$ cat src/rtl/instruction_fetch.sv
// Instruction-fetch stage with a small in-order prefetch FIFO and the IF/ID
// pipeline register; redirects flush the front end and drop stale responses.

module instruction_fetch #(
    parameter int          DEPTH    = 4,
    parameter logic [31:0] RESET_PC = 32'h0000_0000
) (
    input  logic        clk,
    input  logic        reset,
    output logic        imem_req_valid,
    input  logic        imem_req_ready,
    output logic [31:0] imem_req_addr,
    input  logic        imem_rsp_valid,
    input  logic [31:0] imem_rsp_data,
    input  logic        stall,
    input  logic        redirect,
    input  logic [31:0] redirect_pc,
    output logic [31:0] instruction,
    output logic [31:0] PC_1,
    output logic        if_valid
);

    localparam int CW = $clog2(DEPTH + 1);
    localparam int PW = $clog2(DEPTH);
    localparam logic [CW:0] DEPTH_W = (CW + 1)'(DEPTH);

    logic [31:0]   fetch_pc_r;
    logic [31:0]   rsp_pc_r;
    logic [CW-1:0] outstanding_r;
    logic [CW-1:0] drop_r;
    logic [CW-1:0] fifo_count_r;
    logic [PW-1:0] wr_ptr_r;
    logic [PW-1:0] rd_ptr_r;
    logic [63:0]   fifo_mem_r [DEPTH];
    logic [31:0]   instruction_r;
    logic [31:0]   pc_1_r;
    logic          if_valid_r;

    logic [CW:0]   inflight_s;
    logic          req_valid_s;
    logic          req_fire_s;
    logic          push_s;
    logic          pop_s;

    // Issue cap counts both buffered and in-flight words so the FIFO can never overflow
    always_comb begin
        inflight_s  = {1'b0, fifo_count_r} + {1'b0, outstanding_r};
        req_valid_s = !reset && !redirect && (inflight_s < DEPTH_W);
        req_fire_s  = req_valid_s && imem_req_ready;
        push_s      = imem_rsp_valid && !redirect && (drop_r == {CW{1'b0}});
        pop_s       = !redirect && !stall && (fifo_count_r != {CW{1'b0}});
    end

    // Fetch/response PCs and the outstanding/drop bookkeeping
    always_ff @(posedge clk) begin
        if (reset) begin
            fetch_pc_r    <= RESET_PC;
            rsp_pc_r      <= RESET_PC;
            outstanding_r <= {CW{1'b0}};
            drop_r        <= {CW{1'b0}};
        end else begin
            case ({req_fire_s, imem_rsp_valid})
                2'b10:   outstanding_r <= outstanding_r + {{(CW-1){1'b0}}, 1'b1};
                2'b01:   outstanding_r <= outstanding_r - {{(CW-1){1'b0}}, 1'b1};
                default: outstanding_r <= outstanding_r;
            endcase
            if (redirect) begin
                fetch_pc_r <= redirect_pc;
                rsp_pc_r   <= redirect_pc;
                // Everything still in flight is stale; a response landing now is dropped too
                drop_r     <= outstanding_r - {{(CW-1){1'b0}}, imem_rsp_valid};
            end else begin
                if (req_fire_s) begin
                    fetch_pc_r <= fetch_pc_r + 32'd1;
                end else begin
                    fetch_pc_r <= fetch_pc_r;
                end
                if (imem_rsp_valid && (drop_r != {CW{1'b0}})) begin
                    drop_r <= drop_r - {{(CW-1){1'b0}}, 1'b1};
                end else begin
                    drop_r <= drop_r;
                end
                if (push_s) begin
                    rsp_pc_r <= rsp_pc_r + 32'd1;
                end else begin
                    rsp_pc_r <= rsp_pc_r;
                end
            end
        end
    end

    // Prefetch FIFO pointers and occupancy
    always_ff @(posedge clk) begin
        if (reset || redirect) begin
            wr_ptr_r     <= {PW{1'b0}};
            rd_ptr_r     <= {PW{1'b0}};
            fifo_count_r <= {CW{1'b0}};
        end else begin
            wr_ptr_r <= wr_ptr_r + {{(PW-1){1'b0}}, push_s};
            rd_ptr_r <= rd_ptr_r + {{(PW-1){1'b0}}, pop_s};
            case ({push_s, pop_s})
                2'b10:   fifo_count_r <= fifo_count_r + {{(CW-1){1'b0}}, 1'b1};
                2'b01:   fifo_count_r <= fifo_count_r - {{(CW-1){1'b0}}, 1'b1};
                default: fifo_count_r <= fifo_count_r;
            endcase
        end
    end

    // FIFO storage: {instruction word, its address + 1}
    always_ff @(posedge clk) begin
        if (push_s) begin
            fifo_mem_r[wr_ptr_r] <= {imem_rsp_data, rsp_pc_r + 32'd1};
        end else begin
            fifo_mem_r[wr_ptr_r] <= fifo_mem_r[wr_ptr_r];
        end
    end

    // IF/ID register: redirect beats stall, stall beats pop, empty inserts a bubble
    always_ff @(posedge clk) begin
        if (reset) begin
            instruction_r <= 32'h0000_0000;
            pc_1_r        <= 32'h0000_0000;
            if_valid_r    <= 1'b0;
        end else if (redirect) begin
            instruction_r <= 32'h0000_0000;
            pc_1_r        <= pc_1_r;
            if_valid_r    <= 1'b0;
        end else if (stall) begin
            instruction_r <= instruction_r;
            pc_1_r        <= pc_1_r;
            if_valid_r    <= if_valid_r;
        end else if (pop_s) begin
            instruction_r <= fifo_mem_r[rd_ptr_r][63:32];
            pc_1_r        <= fifo_mem_r[rd_ptr_r][31:0];
            if_valid_r    <= 1'b1;
        end else begin
            instruction_r <= 32'h0000_0000;
            pc_1_r        <= pc_1_r;
            if_valid_r    <= 1'b0;
        end
    end

    assign imem_req_valid = req_valid_s;
    assign imem_req_addr  = fetch_pc_r;
    assign instruction    = instruction_r;
    assign PC_1           = pc_1_r;
    assign if_valid       = if_valid_r;

    instruction_fetch_checker #(.DEPTH(DEPTH)) u_checker (
        .clk          (clk),
        .reset        (reset),
        .push         (push_s),
        .fifo_count   (fifo_count_r),
        .outstanding  (outstanding_r)
    );

endmodule

// Invariants of the prefetch FIFO and the request cap.
module instruction_fetch_checker #(
    parameter int DEPTH = 4
) (
    input  logic                         clk,
    input  logic                         reset,
    input  logic                         push,
    input  logic [$clog2(DEPTH+1)-1:0]   fifo_count,
    input  logic [$clog2(DEPTH+1)-1:0]   outstanding
);

    localparam int CW = $clog2(DEPTH + 1);

    a_no_push_when_full: assert property (@(posedge clk) disable iff (reset)
        !(push && (fifo_count == CW'(DEPTH))));

    a_inflight_capped: assert property (@(posedge clk) disable iff (reset)
        (({1'b0, fifo_count} + {1'b0, outstanding}) <= (CW + 1)'(DEPTH)));

endmodule

$ cat config.mk
export PLATFORM = sky130hd
export DESIGN_NAME = instruction_fetch
export DESIGN_NICKNAME = d
export VERILOG_FILES = /design/src/rtl/instruction_fetch.sv
export SDC_FILE = /design/constraint.sdc
export NUM_CORES = 1
export LEC_CHECK = 0
export ABC_AREA = 1
export CAP_MARGIN = 25
export CORE_ASPECT_RATIO = 1.4
export CORE_MARGIN = 1.5
export CORE_UTILIZATION = 42
export DETAILED_ROUTE_END_ITERATION = 6
export SLEW_MARGIN = 20
export SYNTH_ARGS = -nofsm -noshare
export SYNTH_HDL_FRONTEND = slang
export SYNTH_SLANG_ARGS = --single-unit
$ cat constraint.sdc
create_clock -name clk -period 6.6 [get_ports clk]
set_input_delay 0.99 -clock clk [delete_from_list [all_inputs] [get_ports clk]]
set_output_delay 0.99 -clock clk [all_outputs]
set_load 0.01 [all_outputs]
# Word-level counts from Yosys, hierarchy flattened
# Memory sizes are Yosys's and may differ from the RTL's. A register that Yosys moved wholly into a read port is not among the register bits.
# Index checks and enable logic that the tools add are counted.
dict set report word_totals {
  regBits 142
  latch_bits 0
  ram_bits 256
  rom_bits 0
  in_bits 70
  out_inout_bits 98
  wordCells 69
  n_memories 1
}
dict set report classes {
  addsub 11
  multipliers 0
  n_div 0
  order_cmp 1
  eq_ne 5
  n_shift 0
  mux 15
  bitwise 3
  reduce_logical 23
}
# memory words word_bits rd rd_clocked_by_memory_dff write_ports line
set memory_table {}
lappend memory_table {fifo_mem_r 4 64 1 1 1 34} ;# logic [63:0] fifo_mem_r [DEPTH];
# cell count
set ops {}
lappend ops {{2-to-1 mux 32 bit} 5}
lappend ops {{adder 32 x 1 -> 32 bit (second input constant)} 2}
lappend ops {{2-to-1 mux 64 bit} 1}
lappend ops {{case mux 3 bit (2 select lines)} 2}
lappend ops {{nonzero test 2 bit} 5}
lappend ops {{subtractor 3 x 1 -> 3 bit (second input constant)} 3}
lappend ops {{logical AND 1 bit} 8}
lappend ops {{adder 3 x 1 -> 3 bit (second input constant)} 2}
lappend ops {{2-to-1 mux 3 bit} 2}
lappend ops {{nonzero test 3 bit} 2}
lappend ops {{adder 2 x 1 -> 2 bit} 2}
lappend ops {{adder 3 x 3 -> 4 bit} 1}
lappend ops {{== test 2 x 1 -> 1 bit (second input constant)} 2}
lappend ops {{== test 2 bit (second input constant)} 2}
lappend ops {{less-than comparator 4 x 3 -> 1 bit (second input constant)} 1}
lappend ops {{2-to-1 mux 1 bit} 4}
lappend ops {{logical NOT 1 bit} 3}
lappend ops {{logical NOT 3 bit} 1}
lappend ops {{AND reduction 3 bit} 1}
lappend ops {{subtractor 3 x 1 -> 3 bit} 1}
lappend ops {{2-to-1 mux 2 bit} 1}
lappend ops {{inverter 1 bit} 2}
lappend ops {{AND reduction 2 bit} 1}
lappend ops {{OR reduction 2 bit} 1}
lappend ops {{3 further kinds} 3}

# Logic depth before layout (Yosys ltp)
dict set report depth {
  depth_word 6
  mapped_depth 13
  depth_no_buf 12
}

# Worst setup path after synthesis
# Ideal clock, no wire load.
dict set report synth_timing {
  kind {input port to flip-flop}
  from {input redirect}
  to {memory fifo_mem_r[0][0], enable pin}
  setup_ns 0.565
  t_arrival_ns 5.784
  required_ns 6.035
  slack_ns 0.251
  stages 4
  path_buffers 1
  cell_sequence {buf_6 -> inv_2 -> nand4_2 -> nor3_1}
}
dict set report synth_via {
  elab_chain_cells 6
  word_cells_on_any_way 8
  classes_between {3 x mux; 1 x bitwise; 4 x reduce/logical}
}
# element line
set synth_rtl {}
lappend synth_rtl {{start: declaration} 16} ;# input logic redirect,
lappend synth_rtl {{logical NOT 1 bit *} 50} ;# push_s = imem_rsp_valid && !redirect && (drop_r == {CW{1'b0}});
lappend synth_rtl {{logical AND 1 bit * (2 in series)} 50}
lappend synth_rtl {{2-to-1 mux 1 bit (on tied branches)} {111, 114}}
lappend synth_rtl {{2-to-1 mux 1 bit (not written as such) or AND reduction 2 bit (tied branches)} -}
lappend synth_rtl {{OR 1 bit (no source line) *} -}
lappend synth_rtl {{end: declaration} 34}
# Mark *: on every way between the ends. The rest lies on a longest branch, timed or not.

# Worst setup path after layout
dict set report layout_timing {
  from {input redirect}
  to {output imem_req_valid}
}
dict set report layout_via {
  elab_chain_cells 3
}
# element line
set layout_rtl {}
lappend layout_rtl {{logical NOT 1 bit} 48} ;# req_valid_s = !reset && !redirect && (inflight_s < DEPTH_W);
lappend layout_rtl {{logical AND 1 bit (2 in series)} 48}
lappend layout_rtl {{end: declaration} 10} ;# output logic imem_req_valid,
# No other way between the ends.

==> flow_metrics.env <==
export IMPL_routed_wl_mm=41.9
export IMPL_p_clk_share_pct=41.4
export IMPL_worstSetupStartpoint="redirect"
export IMPL_die_w_um=173
export IMPL_p_sw_uw=1190
export IMPL_num_nets_final=2013
export IMPL_synth_edff_count=256
export IMPL_final_core_util_pct=51.3
export IMPL_setup_viol=0
export IMPL_criticalPathCategory="in2out"
export IMPL_cp_arrival_ps=2470
export IMPL_r2r_start="fifo_count_r[1]$_SDFFE_PP0P_"
export IMPL_cp_max_fo=44
export IMPL_cts_tree="built"
export IMPL_drt_wirelength_per_cell_um=16.8
export IMPL_io_pin_count=168
export IMPL_layout_drive_gt1_share_pct=5.26
export IMPL_ys_seq_elements=398
export IMPL_synth_cell_type_count=35
export IMPL_cts_buffers=39
export IMPL_synth_top_area_share_pct=45.4
export IMPL_core_sq_mm=0.0396
export IMPL_drv_cap=0
export IMPL_clkTransAtPathRegs_ps=60
export IMPL_ys_seq_area_share_pct=62.2
export IMPL_crit_path_end_kind="output pin"
export IMPL_die_h_um=241
export IMPL_required_ps=5610
export IMPL_die_area_sq_mm=0.0415
export IMPL_fin_crit_sh_pct=52.4
export IMPL_synthTopCellsByArea="edfxtp_1 (45%), dfxtp_1 (17%), nand2_1 (8.1%), nor2_1 (6.5%), o21ai_0 (6.1%)"
export IMPL_grt_use_total_pct=20.2
export IMPL_sequentialPowerShare_pct=51.9
export IMPL_synthFlopType="edfxtp_1"
export IMPL_cts_resized=0
export IMPL_io_buffer_count=167
export IMPL_htree_levels=2
export IMPL_period_minus_slack_ps=3460
export IMPL_skew_ps=10.9
export IMPL_drt_initial_drc_count=909
export IMPL_synth_most_common_cell="nand2_1"
export IMPL_n_antenna_cell=0
export IMPL_rows=86
export IMPL_synth_warning_count=0
export IMPL_cp_start_kind="input port"
export IMPL_grt_ovfl_total=0
export IMPL_fin_area_sq_mm=0.0203
export IMPL_antenna_found_initial=0
export IMPL_syn_area_per_cell_sq_um=9.43
export IMPL_synthCells=1795
export IMPL_grt_pass1_vias=12500
export IMPL_drc=0
export IMPL_hpwl_mm=26.2
export IMPL_rsz0062_at_grt="no"
export IMPL_cts_sinks=398
export IMPL_switching_share_pct=22.2
export IMPL_dpl_cell_area_sq_mm=0.0190
export IMPL_cts_root_buf="clkbuf_16"
export IMPL_hp_start="instruction[0]$_SDFFE_PP0N_"
export IMPL_clock_path_buffers=3
export IMPL_area_growth_pct=19.9
export IMPL_syn_nets=1879
export IMPL_clk_latency_ps=540
export IMPL_slew_headroom_pct=32.6
export IMPL_grt_first_pass_wirelength_mm=66.2
export IMPL_worst_pin_slew_ps=1010
export IMPL_fill_cells=3686
export IMPL_synth_top_cells_by_count="nand2_1 (364), nor2_1 (293), edfxtp_1 (256)"
export IMPL_clock_fmax_mhz=289
export IMPL_yosys_area_top_type="edfxtp_1"
export IMPL_holdBufCountCts=0
export IMPL_finalMaxSlewViolations=0
export IMPL_drt_first_pass_iters=6
export IMPL_peakVddDrop_mv=0.161
export IMPL_post_cts_buffers=0
export IMPL_power_density_mw_per_mm2=263
export IMPL_antenna_left=0
export IMPL_grt_max_degree=99
export IMPL_p_int_uw=4150
export IMPL_start_util_pct=42.7
export IMPL_p_comb_share_pct=6.6
export IMPL_place_gp_congestion=0.859
export IMPL_ys_async_sr_fraction_pct=0
export IMPL_finalSetupTns_ps=0
export IMPL_netlist_area_sq_mm=0.0169
export IMPL_hold_viol=0
export IMPL_holdCritPathClass="reg2reg"
export IMPL_vias=12700
export IMPL_p_leak_uw=0.00712
export IMPL_status="finished, final reports clean"
export IMPL_vias_per_cell=5.12
-- flip-flops by register name (all words and copies together) (netlist names) --
signal / flops
instruction: 32
wr_ptr_r: 2
if_valid: 1
fifo_count_r: 3
drop_r: 3
fifo_mem_r: 256
outstanding_r: 3
rsp_pc_r: 32
imem_req_addr: 32
rd_ptr_r: 2
PC_1: 32
-- final cells by class --
type	count	area [sq um]	area share, %
repair buffers	181	1790	8.80
inverters	123	462	2.27
multi-input cells	1186	5580	27.5
well taps	528	661	3.25
clock inverters	13	159	0.783
flip-flops and latches	398	10500	51.9
clock buffers	58	1110	5.47
-- critical path: stages --
cell and delay (ps):
buf_2 720, nor2_8 70, nand2_2 130, nor2_2 50, clkdlybuf4s50_1 500
-- power by group through the flow --
stage	combinational, uW	sequential (uW)	clock, uW
finish	354	2770	2210
global route	398	2780	2350
CTS	357	2770	2250
detailed placement	355	2830	0
global placement	347	2830	0
floorplan	198	2820	0
-- final timing paths --
kind | endpoint | slack, ps | cells past startpoint
setup reg to reg | outstanding_r[2]$_SDFFE_PP0P_ | 3750 | 12
hold / removal | instruction[0]$_SDFFE_PP0N_ | 450 | 2
hold reg to reg | instruction[0]$_SDFFE_PP0N_ | 450 | 2
setup / recovery | imem_req_valid | 3140 | 5
-- routing by layer --
metal / wire, um / global-route usage (%)
met1: 18300 / 25.3
met2: 20600 / 35.9
met4: 1240 / 7.27
met3: 1760 / 2.59
met5: 0 / 0
-- per-stage QoR --
step           total power (uW)  instances  setup slack [ps]  hold slack [ps]
2_1_floorplan              3020       1795               251              456
3_3_place_gp               3170       2415              2590              445
5_1_grt                    5530       2487              2830              484
3_5_place_dp               3180       2415              2530              447
4_1_cts                    5380       2486              3090              455
6_report                   5340       2487              3140              453
-- placed cells by master (no fill, tap or decap), types with 2 or more instances in the layout --
master and n:
xnor2_1 10, nor2_4 7, clkbuf_1 15, buf_4 13, o21ai_0 205, clkdlybuf4s50_1 165, edfxtp_1 256, a21oi_1 103
o221ai_1 2, and2_1 6, nor3_2 4, inv_1 119, bufinv_16 3, inv_2 3, nand2_2 3, fa_1 2
nor3_4 2, clkinv_1 3, nor2_1 293, o22ai_1 32, clkbuf_8 2, o21bai_1 3, ha_1 12, nor2_2 9
dfxtp_4 2, clkinv_2 5, nand2_1 364, nand3_1 60, a31oi_1 41, xor2_1 14, clkbuf_16 41, dfxtp_1 140
buf_2 2, nand3b_1 8, nor3_1 2
-- kinds of logic after synthesis --
group | share of synthesized area [%]
simple gates | 18.4
flops | 62.2
compound gates | 12.0
buf+inv | 4.94
xor+xnor | 1.24
fa+ha+maj | 1.12
Note: power is estimated with default switching activity, not from simulation.
